==> config.mk <==
export PLATFORM = sky130hd
export DESIGN_NAME = paper_sequencer_flat
export DESIGN_NICKNAME = d
export VERILOG_FILES = /design/src/rtl/paper_sequencer_pkg.sv /design/src/rtl/paper_sequencer_if.sv /design/src/rtl/paper_sequencer_data_reg.sv /design/src/rtl/paper_sequencer.sv /design/src/flat_wrapper.sv
export SDC_FILE = /design/constraint.sdc
export NUM_CORES = 1
export LEC_CHECK = 0
export ABC_AREA = 1
export BUFFER_PORTS_ARGS = -buffer_cell sky130_fd_sc_hd__buf_2
export CAP_MARGIN = 30
export CORE_MARGIN = 3
export CORE_UTILIZATION = 41
export CTS_CLUSTER_DIAMETER = 200
export DETAILED_ROUTE_END_ITERATION = 10
export PLACE_DENSITY = 0.71
export SKIP_LAST_GASP = 1
export SLEW_MARGIN = 10
export SYNTH_ARGS = -nofsm -noshare
export SYNTH_HDL_FRONTEND = slang
export SYNTH_SLANG_ARGS = --single-unit
==> constraint.sdc <==
create_clock -name clk -period 1.42 [get_ports clk]
set_clock_uncertainty 0.15 [all_clocks]
set_input_delay 0.284 -clock clk [delete_from_list [all_inputs] [get_ports clk]]
set_output_delay 0.284 -clock clk [all_outputs]
set_load 0.02 [all_outputs]
==> src/rtl/paper_sequencer_pkg.sv <==
// Shared definitions for the paper sequencer: FSM states, instruction field positions, PC width default.
package paper_sequencer_pkg;

    localparam int PC_W_DEF = 4;

    localparam int HALT_BIT = 3;
    localparam int A1_BIT   = 2;
    localparam int A0_BIT   = 1;
    localparam int S_BIT    = 0;

    typedef enum logic [1:0] {
        IDLE  = 2'd0,
        FETCH = 2'd1,
        EXEC  = 2'd2,
        HALT  = 2'd3
    } state_t;

endpackage

==> src/rtl/paper_sequencer_if.sv <==
// Instruction-memory fetch channel between the sequencer (master) and the memory (slave).
interface paper_sequencer_if import paper_sequencer_pkg::*; #(
    parameter int PC_W = PC_W_DEF
);
    logic [PC_W-1:0] imem_addr;
    logic            imem_req;
    logic            imem_ack;
    logic [3:0]      instr;

    modport master (output imem_addr, output imem_req, input imem_ack, input instr);
    modport slave  (input imem_addr, input imem_req, output imem_ack, output instr);
endinterface

==> src/rtl/paper_sequencer_data_reg.sv <==
// 2-bit data register with write enable.
// Latency: q updates one edge after we; no backpressure.
module data_reg (
    input  logic       clk,
    input  logic       rst_n,
    input  logic       we,
    input  logic [1:0] d,
    output logic [1:0] q
);

    always_ff @(posedge clk or negedge rst_n) begin
        if (!rst_n) begin
            q <= 2'b00;
        end else if (we) begin
            q <= d;
        end
    end

endmodule

==> src/rtl/paper_sequencer.sv <==
// Fetch/execute sequencer: fetches 4-bit instructions, drives data-stage controls, halts on IR[3].
// Latency: start->FETCH 1 edge, ack->EXEC 1 edge, EXEC->data write 1 edge; fetch stalls while imem_ack low.
module paper_sequencer import paper_sequencer_pkg::*; #(
    parameter int PC_W = PC_W_DEF
) (
    input  logic                    clk,
    input  logic                    rst_n,
    input  logic                    start,
    paper_sequencer_if.master       imem,
    output logic                    a1,
    output logic                    a0,
    output logic                    s,
    output logic                    data1,
    output logic                    data0,
    input  logic                    d1,
    input  logic                    d0,
    output logic                    halted
);

    state_t          state;
    state_t          state_nxt;
    logic [PC_W-1:0] pc;
    logic [3:0]      ir;
    logic [1:0]      data_q;

    logic            req;
    logic            pc_clr;
    logic            pc_inc;
    logic            ir_ld;
    logic            data_we;

    always_ff @(posedge clk or negedge rst_n) begin
        if (!rst_n) begin
            state <= IDLE;
        end else begin
            state <= state_nxt;
        end
    end

    always_comb begin
        state_nxt = state;
        case (state)
            IDLE:    if (start) state_nxt = FETCH;
            FETCH:   if (imem.imem_ack) state_nxt = EXEC;
            EXEC:    state_nxt = ir[HALT_BIT] ? HALT : FETCH;
            HALT:    if (start) state_nxt = FETCH;
            default: state_nxt = IDLE;
        endcase
    end

    // start only matters in IDLE/HALT; imem_ack only matters in FETCH
    always_comb begin
        req     = 1'b0;
        pc_clr  = 1'b0;
        pc_inc  = 1'b0;
        ir_ld   = 1'b0;
        data_we = 1'b0;
        halted  = 1'b0;
        case (state)
            IDLE: begin
                pc_clr = start;
            end
            FETCH: begin
                req   = 1'b1;
                ir_ld = imem.imem_ack;
            end
            EXEC: begin
                pc_inc  = ~ir[HALT_BIT];
                data_we = ~ir[HALT_BIT];
            end
            HALT: begin
                halted = 1'b1;
                pc_clr = start;
            end
            default: begin
                req = 1'b0;
            end
        endcase
    end

    // PC wraps naturally at 2^PC_W
    always_ff @(posedge clk or negedge rst_n) begin
        if (!rst_n) begin
            pc <= '0;
        end else if (pc_clr) begin
            pc <= '0;
        end else if (pc_inc) begin
            pc <= pc + 1'b1;
        end
    end

    always_ff @(posedge clk or negedge rst_n) begin
        if (!rst_n) begin
            ir <= 4'h0;
        end else if (ir_ld) begin
            ir <= imem.instr;
        end
    end

    data_reg u_data_reg (
        .clk   (clk),
        .rst_n (rst_n),
        .we    (data_we),
        .d     ({d1, d0}),
        .q     (data_q)
    );

    assign imem.imem_addr = pc;
    assign imem.imem_req  = req;
    assign a1             = ir[A1_BIT];
    assign a0             = ir[A0_BIT];
    assign s              = ir[S_BIT];
    assign data1          = data_q[1];
    assign data0          = data_q[0];

endmodule

==> src/flat_wrapper.sv <==
// flat-port wrapper written by rule: the top's interface ports become plain ports
module paper_sequencer_flat import paper_sequencer_pkg::*;
#(
    parameter int PC_W = PC_W_DEF
)
  (clk, rst_n, start, a1, a0, s, data1, data0, d1, d0, halted, imem_imem_addr, imem_imem_req, imem_imem_ack, imem_instr);
  paper_sequencer_if #(.PC_W(PC_W)) imem_i ();
  input  logic clk;
  input  logic rst_n;
  input  logic start;
  output logic a1;
  output logic a0;
  output logic s;
  output logic data1;
  output logic data0;
  input  logic d1;
  input  logic d0;
  output logic halted;
  output wire logic [$bits(imem_i.imem_addr)-1:0] imem_imem_addr;
  output wire logic [$bits(imem_i.imem_req)-1:0] imem_imem_req;
  input wire logic [$bits(imem_i.imem_ack)-1:0] imem_imem_ack;
  input wire logic [$bits(imem_i.instr)-1:0] imem_instr;
  assign imem_imem_addr = imem_i.imem_addr;
  assign imem_imem_req = imem_i.imem_req;
  assign imem_i.imem_ack = imem_imem_ack;
  assign imem_i.instr = imem_instr;
  paper_sequencer #(.PC_W(PC_W)) u_core (.clk(clk), .rst_n(rst_n), .start(start), .imem(imem_i), .a1(a1), .a0(a0), .s(s), .data1(data1), .data0(data0), .d1(d1), .d0(d0), .halted(halted));
endmodule
# ---- Word level (Yosys, flattened, before mapping)
# Cells that the tools add are included.
dict set report totals {
  ff_bits 12
  in_bits 10
  out_inout_bits 11
  word_cells 26
}
dict set report classes {
  addsub 1
  eq_ne 5
  muxes 11
  bitwise_logic 1
  n_reduce_logical 4
}
# op n
set op_table {}
lappend op_table {{two-way mux 4 bit} 2}
lappend op_table {{two-way mux 2 bit} 3}
lappend op_table {{case mux 2 bit (3 select lines)} 1}
lappend op_table {{two-way mux 1 bit} 5}
lappend op_table {{adder 4 x 1 -> 4 bit (second input constant)} 1}
lappend op_table {{== test 2 bit (second input constant)} 2}
lappend op_table {{== test 2 x 1 -> 1 bit (second input constant)} 1}
lappend op_table {{logical NOT 2 bit} 1}
lappend op_table {{!= test 2 x 1 -> 1 bit (second input constant)} 1}
lappend op_table {{!= test 2 bit (second input constant)} 1}
lappend op_table {{AND reduction 2 bit} 1}
lappend op_table {{nonzero test 2 bit} 1}
lappend op_table {{OR reduction 2 bit} 1}
lappend op_table {{NOT 1 bit} 1}

# ---- Longest topological paths before layout
# Gate-level depths: netlist of run 1.
dict set report logic_depth {
  ltp_word 4
  depth_mapped 7
  mapped_depth_nobuf 7
}

# ---- Hierarchy
# A second synthesis of run 1 with hierarchy kept.
dict set report unflattened {
  cells_unflattened 63
  area_unflattened_um2 571.8
}
# mod instances cells_per_inst area_each_um2 seq_area_each_um2
set by_module_without_submodules {}
lappend by_module_without_submodules {paper_sequencer 1 54 495.5 250.2}
lappend by_module_without_submodules {data_reg 1 9 76.3 50.0}

# ---- Worst setup path before layout of run 1
# No wires, ideal clock.
dict set report synth_timing {
  path_kind {flip-flop to flip-flop}
  from {register u_core.state[1]}
  to {register u_core.ir[0]}
  setup_ps 125
  arrival_ps 1200
  required_time_ps 1145
  setup_slack_ps -55
  path_stages_with_launch 5
  path_buffers 0
  period_less_slack_ps 1475
  path_cell_list {dfrtp_1 inv_1 ha_1 nand2_2 mux2_4}
}
dict set report synth_between {
  elab_chain_len 2
}
# element line_no
set synth_rtl {}
lappend synth_rtl {{start, declared} paper_sequencer.sv:20} ;# state_t state;
lappend synth_rtl {{start signal, assigned} paper_sequencer.sv:36} ;# state <= state_nxt;
lappend synth_rtl {{== test 2 x 1 -> 1 bit} paper_sequencer.sv:59} ;# case (state)
lappend synth_rtl {{two-way mux 1 bit} paper_sequencer.sv:59}
lappend synth_rtl {{end signal, assigned} paper_sequencer.sv:96} ;# ir <= imem.instr;
lappend synth_rtl {{end, declared} paper_sequencer.sv:23} ;# logic [3:0] ir;
# Every way passes these cells.
# A chain may end at the register's enable or synchronous reset.

# ---- Final worst setup path of run 1
dict set report layout_timing {
  from {register u_core.state[0]}
  to {output halted}
}
dict set report layout_between {
  elab_chain_len 2
}
# element line_no
set layout_rtl {}
lappend layout_rtl {{== test 2 bit} paper_sequencer.sv:59}
lappend layout_rtl {{two-way mux 1 bit} paper_sequencer.sv:59}
lappend layout_rtl {{end, declared} flat_wrapper.sv:18} ;# output logic halted;
# Every way passes these cells.

==> flow_metrics.tcl, run 1 <==
set metrics [dict create \
    yosys.area_share.adder_pct 8.58 \
    synth-compound-area-share_pct 7.51 \
    cts_root_buffer "clkbuf_4" \
    grt_max_degree 13 \
    grt_pass1_wl_um 1930 \
    clk_pin_slew_worst_paths_ns 0.06 \
    grt.total_usage_pct 14.5 \
    crit_chain "ha_2 > buf_6" \
    grtUsageMet1_pct 18.5 \
    dieArea_mm2 0.00191 \
    diodes 0 \
    synth_largest_area_cell "dfrtp_1" \
    critPathRequiredTime_ns 0.99 \
    area_growth_pct 39.3 \
    synth_seq_cells 12 \
    die_x_um 43.7 \
    synth-xor-area-share_pct 0 \
    place_area_um2 703 \
    start_util_pct 47.9 \
    worstMarginPinSlew_ns 0.273 \
    firstDrtPassIters 4 \
    ant_nets 0 \
    insertion_delay_ns 0.27 \
    drc 0 \
    syn_nets 76 \
    met3_usage_pct 7.47 \
    syn_area_per_cell_um2 9.40 \
    overflow 0 \
    synth_top_family_by_area "simple AND/OR/NAND/NOR gates" \
    drtIter0Drc 6 \
    synth_most_common_cell "nand2_1" \
    start_kind "flip-flop" \
    dp_slack_ns 0.0372 \
    cts.htree.levels 1 \
    final_cell_count_no_fill 103 \
    synthTopCellsByArea "dfrtp_1, nand2_1, ha_1, mux2_4, inv_1" \
    tns_ns -0.0608 \
    cpPeakStageDelay_ns 0.44 \
    yosys_warnings 0 \
    path_class "flip-flop to output port" \
    synth-simple-area-share_pct 19.5 \
    setup_viol 2 \
    synth_area_um2 583 \
    vdd_drop_max_mv 1.41 \
    wirelength_um 1200 \
    cts_sinks 12 \
    period_minus_slack_ns 1.46 \
    slew_headroom_pct 81.8 \
    powerDensity_mw_per_mm2 2310 \
    yosysSeqAreaShare_pct 51.5 \
    async_reset_ff_share_pct 100 \
    hpwl_um 817 \
    gp_congestion 0.757 \
    maxCapViolCount 0 \
    crit_family "flip-flops" \
    routedWlPerCell_um 11.7 \
    finalWorstSetupSlack_ns -0.0355 \
    leakagePower_nw 0.437 \
    dp.cells 96 \
    num_io_pins 21 \
    drv_slew 0 \
    finalCritPeriodShare_pct 102 \
    min_path_type "input port to flip-flop" \
    hold_viol 0 \
    ys.flop_type "dfrtp_1" \
    drive_above_1_share_pct 46.1 \
    synth_common_cells "nand2_1, dfrtp_1, inv_1" \
    final_area_um2 812 \
    outcome "finished with violations" \
    violations "setup timing" \
    synthCells 62 \
    grt_antenna_before_repair 0 \
    yosysTopAreaCellShare_pct 51.5 \
    rows 12 \
    layout.nets 105 \
    path_buf_inv 1 \
    drt-vias-per-instance 4.78 \
    ys_types 13 \
    busiest_layer "met2" \
    synth_edf_count 0 \
    worst_ep_arrival_time_ns 1.02 \
    slowest_stage "dfrtp_2" \
    port_buffers 20 \
    clockBufferDepth 2 \
    synthMuxAreaShare_pct 7.73 \
    rsz0062_at_grt "yes" \
    fp.dieH_um 43.7 \
    cp_max_fo 4 \
    grt_use_met2_pct 20.6 \
    vias 492 \
    clock.fmax_mhz 687 \
    grt_pass1_vias 458 \
    cp-end-kind "output port" \
    cts_tree "built" \
    cts-buffers-inserted 3 \
    fp.coreArea_mm2 0.00122 \
]
## cell families (layout without fill, tap and decap cells)
logic type / after synthesis / in the layout
and+or+nand+nor: 27 / 27
adders and majority gates: 4 / 4
DFF: 12 / 12
AOI/OAI and AO/OA: 8 / 8
muxes: 3 / 3
buffers and inverters: 8 / 35
## state kept, by name (all words and copies together) (netlist names)
name	cells
u_core.imem.imem_addr	4
u_core.ir	4
u_core.state	2
u_core.u_data_reg.q	2
## metal layers
metal  vias up  routed length, µm
met5         -                  0
met4         0                 19
met3         4                 86
met2        14                565
met1       222                529
li1        252                  -
## repair_timing
item,CTS,global route
setup endpoints to repair,2,13
pin swaps,2,3
gates resized for setup,7,10
endpoints found under the hold margin,12,0
hold buffers,1,0
buffers inserted,2,1
## layout make-up
type / count / area, µm²
multi-input cells: 42 / 295
clock buffers: 3 / 22.5
well taps: 14 / 17.5
fillers: 105 / 404
repair buffers: 24 / 145
inverters: 8 / 30.0
flip-flops and latches: 12 / 302
## worst min-delay path: cells and delay by family
family | cells | cell delay, ns
buffers and inverters | 1 | 0.07
and+or+nand+nor | 2 | 0.10
## per-stage QoR
step           total power, mW  utilization (%)  hold WS, ns
3_3_place_gp              1.42             57.8       0.0245
3_5_place_dp              1.43             57.8       0.0223
4_1_cts                   1.76             63.8       0.0669
2_1_floorplan             1.20                -       -0.162
5_1_grt                   2.04             66.8       0.0784
6_report                  1.88             66.8       0.0704
## layout by cell type (no fill, tap or decap)
| cell | netlist | final |
|---|---|---|
| ha_1 | 4 | 1 |
| dfrtp_2 | 0 | 1 |
| inv_2 | 0 | 4 |
| ha_4 | 0 | 2 |
| nand2_2 | 1 | 1 |
| o21ai_0 | 3 | 1 |
| ha_2 | 0 | 1 |
| nor2_4 | 1 | 1 |
| o21ai_4 | 0 | 1 |
| o21ai_1 | 1 | 3 |
| a21oi_1 | 3 | 3 |
| buf_6 | 0 | 2 |
| clkbuf_4 | 0 | 3 |
| nand3_1 | 2 | 2 |
| nand2_4 | 0 | 1 |
| buf_2 | 0 | 18 |
| buf_4 | 0 | 3 |
| mux2_4 | 3 | 3 |
| dfrtp_1 | 12 | 11 |
| dlygate4sd3_1 | 0 | 1 |
| nor2_1 | 6 | 6 |
| nand2_1 | 17 | 16 |
| inv_1 | 8 | 4 |
## power by group
group / internal, mW / switching, mW
logic: 0.479 / 0.586
registers: 0.493 / 0.122
clock network: 0.0982 / 0.102
total: 1.07 / 0.810
## worst paths after layout
check / slack (ns) / startpoint / to / cells past startpoint
hold / removal: 0.07 / d0 / u_core.u_data_reg.q[0] / 3
setup / recovery: -0.04 / u_core.state[0] / halted / 2
hold reg to reg: 0.32 / u_core.u_data_reg.q[0] / u_core.u_data_reg.q[0] / 2
max in group asynchronous: 0.62 / rst_n / u_core.state[0] / 2
setup reg to reg: 0 / u_core.state[0] / u_core.ir[2] / 4
min in group asynchronous: 0.26 / rst_n / u_core.imem.imem_addr[2] / 2
Power figures use the tool's default switching activity.
==> run 2: changes to the inputs <==
--- a/config.mk
+++ b/config.mk
@@ -13,6 +13,7 @@
 export CTS_CLUSTER_DIAMETER = 200
 export DETAILED_ROUTE_END_ITERATION = 10
 export PLACE_DENSITY = 0.71
+export RECOVER_POWER = 25
 export SKIP_LAST_GASP = 1
 export SLEW_MARGIN = 10
 export SYNTH_ARGS = -nofsm -noshare
==> flow_metrics.tcl, run 2 (synthesized netlist as in run 1, its figures left out) <==
set metrics [dict create \
    finalWorstSetupSlack_ns -0.0355 \
    area_growth_pct 39.1 \
    cp-end-kind "output port" \
    critPathRequiredTime_ns 0.99 \
    worstMarginPinSlew_ns 0.648 \
    firstDrtPassIters 4 \
    layout.nets 105 \
    vdd_drop_max_mv 1.41 \
    path_class "flip-flop to output port" \
    clock.fmax_mhz 687 \
    num_io_pins 21 \
    leakagePower_nw 0.434 \
    power.share.sequential_pct 32.7 \
    routedWlPerCell_um 11.6 \
    start_util_pct 47.9 \
    cp_max_fo 4 \
    cts_tree "built" \
    port_buffers 20 \
    vias 492 \
    period_minus_slack_ns 1.46 \
    powerDensity_mw_per_mm2 2320 \
    layout_common_cells "buf_2, nand2_1, dfrtp_1" \
    p_sw_share_pct 43.1 \
    maxCapViolCount 0 \
    die_x_um 43.7 \
    clk_pin_slew_worst_paths_ns 0.06 \
    finalPower_mw 1.88 \
    power.switching_mw 0.810 \
    final_util_pct 66.7 \
    drv_slew 0 \
    diodes 0 \
    grt_max_degree 13 \
    min_path_type "input port to flip-flop" \
    p_int_mw 1.07 \
    setup_viol 2 \
    grt_antenna_before_repair 0 \
    rows 12 \
    drtIter0Drc 6 \
    hpwl_um 817 \
    drc 0 \
    clkPwrFrac_pct 10.7 \
    violations "setup timing" \
    worst_hold_slack_ns 0.0704 \
    outcome "finished with violations" \
    hold_viol 0 \
    place_area_um2 703 \
    grt_pass1_vias 458 \
    drive_above_1_share_pct 44.9 \
    overflow 0 \
    comb_power_share_pct 56.7 \
    dieArea_mm2 0.00191 \
    grt_pass1_wl_um 1930 \
    drt-vias-per-instance 4.78 \
    layout_commonest_cell "buf_2" \
    grt.total_usage_pct 14.5 \
    tns_ns -0.0608 \
    fp.dieH_um 43.7 \
    start_kind "flip-flop" \
    cts.htree.levels 1 \
    final_area_um2 811 \
    cts_sinks 12 \
    slew_headroom_pct 56.8 \
    finalCritPeriodShare_pct 102 \
    gp_congestion 0.757 \
    worst_ep_arrival_time_ns 1.02 \
    wirelength_um 1200 \
    ant_nets 0 \
    clockBufferDepth 2 \
    cts_root_buffer "clkbuf_4" \
    cts-buffers-inserted 3 \
    fp.coreArea_mm2 0.00122 \
    insertion_delay_ns 0.27 \
    rsz0062_at_grt "yes" \
]
-- run 2: repair_timing --
item / in CTS / in global routing
endpoints found under the setup margin: 2 / 13
hold endpoints to repair: 12 / 0
setup buffers: 2 / 1
hold buffers: 1 / 0
gates cloned: 0 / 0
pin swaps: 2 / 3
resized for setup: 7 / 10
-- run 2: path summary, 6_finish.rpt --
| check | slack (ns) | endpoint | cells after the start | start |
|---|---|---|---|---|
| hold / removal | 0.07 | u_core.u_data_reg.q[0] | 3 | d0 |
| min in group asynchronous | 0.39 | u_core.imem.imem_addr[2] | 2 | rst_n |
| hold reg to reg | 0.32 | u_core.u_data_reg.q[0] | 2 | u_core.u_data_reg.q[0] |
| setup / recovery | -0.04 | halted | 2 | u_core.state[0] |
| setup reg to reg | 0 | u_core.ir[2] | 4 | u_core.state[0] |
| max in group asynchronous | 0.27 | u_core.state[0] | 2 | rst_n |
-- run 2: final cells by class --
cell class                 instances  area, µm²
tap                               14       17.5
fill                             106        405
clock buffer                       3       22.5
inverter                           8       30.0
multi-input combinational         42        295
sequential                        12        302
timing repair buffer              24        144
-- run 2: per-layer routing --
metal	GRT usage [%]	wire length, µm	vias up
met3	7.47	86	4
met2	20.6	565	14
met5	0	0	-
met1	18.5	528	222
met4	5.42	19	0
li1	-	-	252
-- run 2: power by group through the flow --
stage / registers [mW] / logic [mW] / clock network (mW)
after detailed placement: 0.608 / 0.823 / 0
after global routing: 0.633 / 1.18 / 0.228
after global placement: 0.600 / 0.822 / 0
after floorplan: 0.720 / 0.481 / 0
final: 0.614 / 1.06 / 0.200
after CTS: 0.607 / 0.944 / 0.209
-- run 2: through the flow --
step                cells  setup WS (ns)
global route          103        -0.0793
CTS                   102        -0.0472
finish                103        -0.0355
floorplan              62         0.0275
global placement       96         0.0651
detailed placement     96         0.0372
-- run 2: critical path, cell delays in order, from the launching register on --
cell and delay [ns]:
dfrtp_2 0.44, ha_2 0.19, buf_6 0.12
